===== src/rtl/reg_piso_tx_ers_pkg.sv =====
// Shared definitions for the LSB-first PISO transmitter: FSM state encoding
// and the counter-width helper.
package reg_piso_tx_ers_pkg;

  typedef enum logic {
    ST_IDLE  = 1'b0,
    ST_SHIFT = 1'b1
  } state_t;

  // Bits needed to index 0..n-1, never less than one.
  function automatic int cnt_width(input int n);
    return (n <= 2) ? 1 : $clog2(n);
  endfunction

endpackage


===== src/rtl/reg_piso_tx_ers_cnt_mod_n.sv =====
// Modulo-N up counter with synchronous clear; tc flags the terminal count N-1.
// Incrementing at the terminal count wraps to zero.
module cnt_mod_n
  import reg_piso_tx_ers_pkg::*;
#(
  parameter int N = 4,
  localparam int W = cnt_width(N)
) (
  input  logic         clk,
  input  logic         reset,
  input  logic         clr,
  input  logic         inc,
  output logic [W-1:0] q,
  output logic         tc
);

  assign tc = (q == W'(N - 1));

  always_ff @(posedge clk) begin
    if (!reset) begin
      q <= '0;
    end else if (clr) begin
      q <= '0;
    end else if (inc) begin
      q <= tc ? '0 : q + W'(1);
    end
  end

endmodule


===== src/rtl/reg_piso_tx_ers.sv =====
// Parallel-in/serial-out transmitter: loads a WIDTH-bit word by valid/ready and
// shifts it out LSB first, one bit per enabled clock, with gapless reload.
module reg_piso_tx_ers
  import reg_piso_tx_ers_pkg::*;
#(
  parameter int   WIDTH      = 4,
  parameter logic IDLE_LEVEL = 1'b0,
  localparam int  CW         = cnt_width(WIDTH)
) (
  input  logic             clk,
  input  logic             reset,
  input  logic             enable,
  input  logic [WIDTH-1:0] dato_in,
  input  logic             valid_in,
  output logic             ready,
  output logic             salida,
  output logic             salida_valid,
  output logic             busy,
  output logic             done,
  output state_t           state_dbg,
  output logic [CW-1:0]    bit_idx
);

  // Handshake: a word transfers in any cycle where valid_in & ready; valid_in
  // without ready is ignored and dato_in is only sampled in the transfer cycle.
  // ready is combinational so the final bit of a word can overlap the next load.

  state_t     state, state_next;
  logic [WIDTH-1:0] q;
  logic       accept, last, cnt_tc;

  cnt_mod_n #(.N(WIDTH)) u_bit_cnt (
    .clk   (clk),
    .reset (reset),
    .clr   (accept),
    .inc   (enable & busy),
    .q     (bit_idx),
    .tc    (cnt_tc)
  );

  always_ff @(posedge clk) begin
    if (!reset) begin
      state <= ST_IDLE;
    end else begin
      state <= state_next;
    end
  end

  always_comb begin
    state_next   = state;
    busy         = (state == ST_SHIFT);
    salida_valid = busy;
    salida       = busy ? q[0] : IDLE_LEVEL;
    last         = busy & enable & cnt_tc;
    ready        = ~busy | last;
    accept       = valid_in & ready;
    unique case (state)
      ST_IDLE:  if (accept) state_next = ST_SHIFT;
      ST_SHIFT: if (last && !accept) state_next = ST_IDLE;
      default:  state_next = ST_IDLE;
    endcase
  end

  // A load wins over shifting; clearing on the final bit keeps q at zero while idle.
  always_ff @(posedge clk) begin
    if (!reset) begin
      q    <= '0;
      done <= 1'b0;
    end else begin
      done <= last;
      if (accept) begin
        q <= dato_in;
      end else if (last) begin
        q <= '0;
      end else if (busy && enable) begin
        q <= {IDLE_LEVEL, q[WIDTH-1:1]};
      end
    end
  end

  assign state_dbg = state;

endmodule


===== config.mk =====
export PLATFORM = sky130hd
export DESIGN_NAME = reg_piso_tx_ers
export DESIGN_NICKNAME = d
export VERILOG_FILES = /design/src/rtl/reg_piso_tx_ers_pkg.sv /design/src/rtl/reg_piso_tx_ers_cnt_mod_n.sv /design/src/rtl/reg_piso_tx_ers.sv
export SDC_FILE = /design/constraint.sdc
export NUM_CORES = 1
export LEC_CHECK = 0
export CAP_MARGIN = 10
export CORE_AREA = 2 2 39 41
export DETAILED_ROUTE_END_ITERATION = 10
export DIE_AREA = 0 0 41 43
export MAX_ROUTING_LAYER = met4
export PLACE_DENSITY = 0.65
export SYNTH_ARGS = -nofsm -noshare
export SYNTH_HDL_FRONTEND = slang
export SYNTH_SLANG_ARGS = --single-unit

===== constraint.sdc =====
create_clock -name clk -period 1.55 [get_ports clk]
set_clock_uncertainty 0.1 [all_clocks]
set_input_delay 0.31 -clock clk [delete_from_list [all_inputs] [get_ports clk]]
set_output_delay 0.31 -clock clk [all_outputs]
set_load 0.005 [all_outputs]

==> flow_summary.toml <==
[status]
status = "completed"

[min_path]
hold_path_class = "reg2reg"
hp-start = "q[3]$_SDFFE_PN0P_"

[detailed_routing]
drt_first_pass_iters = 4
wl_um = 902
vias_per_cell = 4.694
ant_nets = 0
drt_iter0_drc = 5
routedWlPerCell_um = 10.61
drcViolationCount = 0
num_vias = 399

[place]
place_area_um2 = 613.1
numPortBuffers = 15
gp_congestion = 0.7074
place_hpwl_um = 714.9

[layout]
synthToLayoutAreaGrowth_pct = 67.96
fill_cells = 137
fin_area_um2 = 649.4
fin_nets = 80
drive_gt1_share_pct = 36.23
diodes = 0
finish.utilization_pct = 46.93

[floorplanning]
core_um2 = 1384
ios = 16
die_x_um = 41
initial_utilization_pct = 27.94
fp.dieArea_um2 = 1763
row_count = 14
die-height_um = 43

[yosys]
syn_area_per_cell_um2 = 8.991
synth_top_cells_by_area = "dfxtp_1 41%, a21oi_1 7.8%, o221ai_1 6.8%"
yosys_warnings = 0
netlist_instances = 43
ys_ff_latch = 8
synth_top_area_share_pct = 41.42
yosysTopAreaCell = "dfxtp_1"
ys_seq_area_share_pct = 41.42
netlist_area_um2 = 386.6
synth_nets = 52
yosys.cell_types.count = 21

[clock_network]
cts_tree = "yes"
hold_buffers = 0
clockRootBuffer = "clkbuf_4"
numCtsBuffers = 3
clk_latency_ns = 0.25
cts_sinks = 8
clockBufferDepth = 2
clkSlewWorstSetupHoldPaths_ns = 0.05
htreeDepth = 1

[timing]
drv_slew = 0
hold_viol_final = 0
slew_headroom_pct = 80.86
grt_setup_unrepaired = "false"
max_slew.worst_pin.slew_ns = 0.2863
fmaxAchievable_ghz = 0.6871
setup_viol = 0
finalCritPeriodShare_pct = 93.90
final.min_clock_period_ns = 1.455

[power_and_ir_drop]
switching_share_pct = 22.99
power.density_nw_per_um2 = 735.5
clock_power_share_pct = 32.4
p_int_uw = 367.8
seq_power_share_pct = 47.3
irDropWorstVdd_v = 0.0003070
power.leakage_nw = 0.3192
p_comb_share_pct = 20.3
switchingPower_uw = 109.8

[critical_path]
crit_family = "flip-flops"
critPathLaunch = "u_bit_cnt.q[0]$_SDFFE_PP0P_"
arrival_ns = 1.05
crit-reg2reg-launch = "busy$_SDFF_PN0_"
crit_type = "reg2out"
critical_path.max_stage_delay_ns = 0.32
path_buf_inv = 1
cp-end-kind = "output port"
crit_path_top_delay_cell = "dfxtp_2"
worstSetupStartpointType = "register"
crit_chain = "ha_2, a21bo_2, clkbuf_2"
worst_ep_required_time_ns = 1.14
cp_max_fo = 2

[grt]
grt_pass1_wl_um = 1490
grt_pass1_vias = 375
antenna_found_initial = 0
grt_max_degree = 10
overflow = 0
grt_use_total_pct = 13.07

[job]
max_cap_violations = 0
## registers in the layout, summed over array words and instances, names as in the netlist
register and cells:
busy 1, done 1, q 4, u_bit_cnt.q 2
## cell usage in the layout (no fill, tap or decap)
cell type        netlist  layout
and3_1                 1       1
dfxtp_1                8       5
a21oi_1                6       6
nand2b_2               1       1
mux2_2                 1       1
dlymetal6s2s_1         0       3
dfxtp_2                0       2
nand3_1                4       4
a21boi_1               1       1
a21boi_0               1       1
nor2_1                 1       1
and2_2                 1       1
clkdlybuf4s50_1        0       7
a21bo_2                1       1
ha_2                   0       1
nand2_2                1       1
clkbuf_2               0       1
o221ai_1               3       3
o22ai_1                1       1
dlygate4sd2_1          0       4
nand2_1                4       4
inv_1                  2       2
dfxtp_4                0       1
mux2_4                 1       1
or3_1                  1       1
buf_4                  2      11
clkbuf_4               0       3
## logic make-up (layout without fill, tap and decap cells)
group / Yosys count / in the layout / share of synthesized area, %
simple gates: 14 / 14 / 19.10
mux: 2 / 2 / 6.795
buf+inv: 5 / 31 / 6.795
compound gates: 13 / 13 / 22.66
fa+ha+maj: 1 / 1 / 3.236
flops: 8 / 8 / 41.42
## worst paths after layout
kind / to / cells after the start / slack (ns)
setup / recovery: ready / 3 / 0.09
setup reg to reg: q[2]$_SDFFE_PN0P_ / 5 / 0.17
hold / removal: q[3]$_SDFFE_PN0P_ / 2 / 0.37
hold reg to reg: q[3]$_SDFFE_PN0P_ / 2 / 0.37
## power by group through the flow
| stage | clock network, mW | registers [mW] | logic [mW] |
|---|---|---|---|
| detailed placement | 0 | 0.231 | 0.100 |
| CTS | 0.162 | 0.226 | 0.0996 |
| global placement | 0 | 0.230 | 0.100 |
| finish | 0.155 | 0.226 | 0.0969 |
| floorplan | 0 | 0.230 | 0.0397 |
| global route | 0.176 | 0.227 | 0.108 |
## through the flow
stage          instances  setup slack (ns)  TNS [ns]  hold slack (ns)  power (mW)
3_3_place_gp          81           -0.2651   -0.6510           0.3602      0.3301
3_5_place_dp          81           -0.2757   -0.6944           0.3622      0.3310
5_1_grt               85           0.02759         0           0.4034      0.5109
4_1_cts               85          -0.07256  -0.07256           0.3719      0.4878
2_1_floorplan         43            0.3172         0           0.3466      0.2697
6_report              85           0.09457         0           0.3711      0.4776
## metal layers
metal	wire length, um	global-route usage (%)
met1	392	14.15
met4	19	10.00
met3	48	3.141
met5	0	-
met2	441	19.38
## layout make-up
cell class	instances	area, um^2	area share, %
Inverter	2	7.507	1.156
Clock buffer	3	22.52	3.468
Tap cell	16	20.02	3.083
Sequential cell	8	166.4	25.63
Multi-Input combinational cell	30	202.7	31.21
Timing Repair Buffer	26	230.2	35.45
## repair_timing
item / CTS / global route
endpoints found under the setup margin: 7 / 3
gates resized for setup: 10 / 5
buffers inserted: 1 / 0
## cell usage after synthesis
cell type	count
a21boi_1	1
nand2b_2	1
inv_1	2
and2_2	1
and3_1	1
clkbuf_1	1
buf_4	2
a21bo_2	1
o22ai_1	1
a21boi_0	1
o221ai_1	3
nand3_1	4
nor2_1	1
mux2_2	1
ha_1	1
mux2_4	1
a21oi_1	6
nand2_2	1
or3_1	1
dfxtp_1	8
nand2_1	4
## worst min-delay path: stages (launching register included)
cell	delay (ns)
dfxtp_1	0.31
nand2_1	0.05
o22ai_1	0.06
Power figures use the tool's default switching activity.
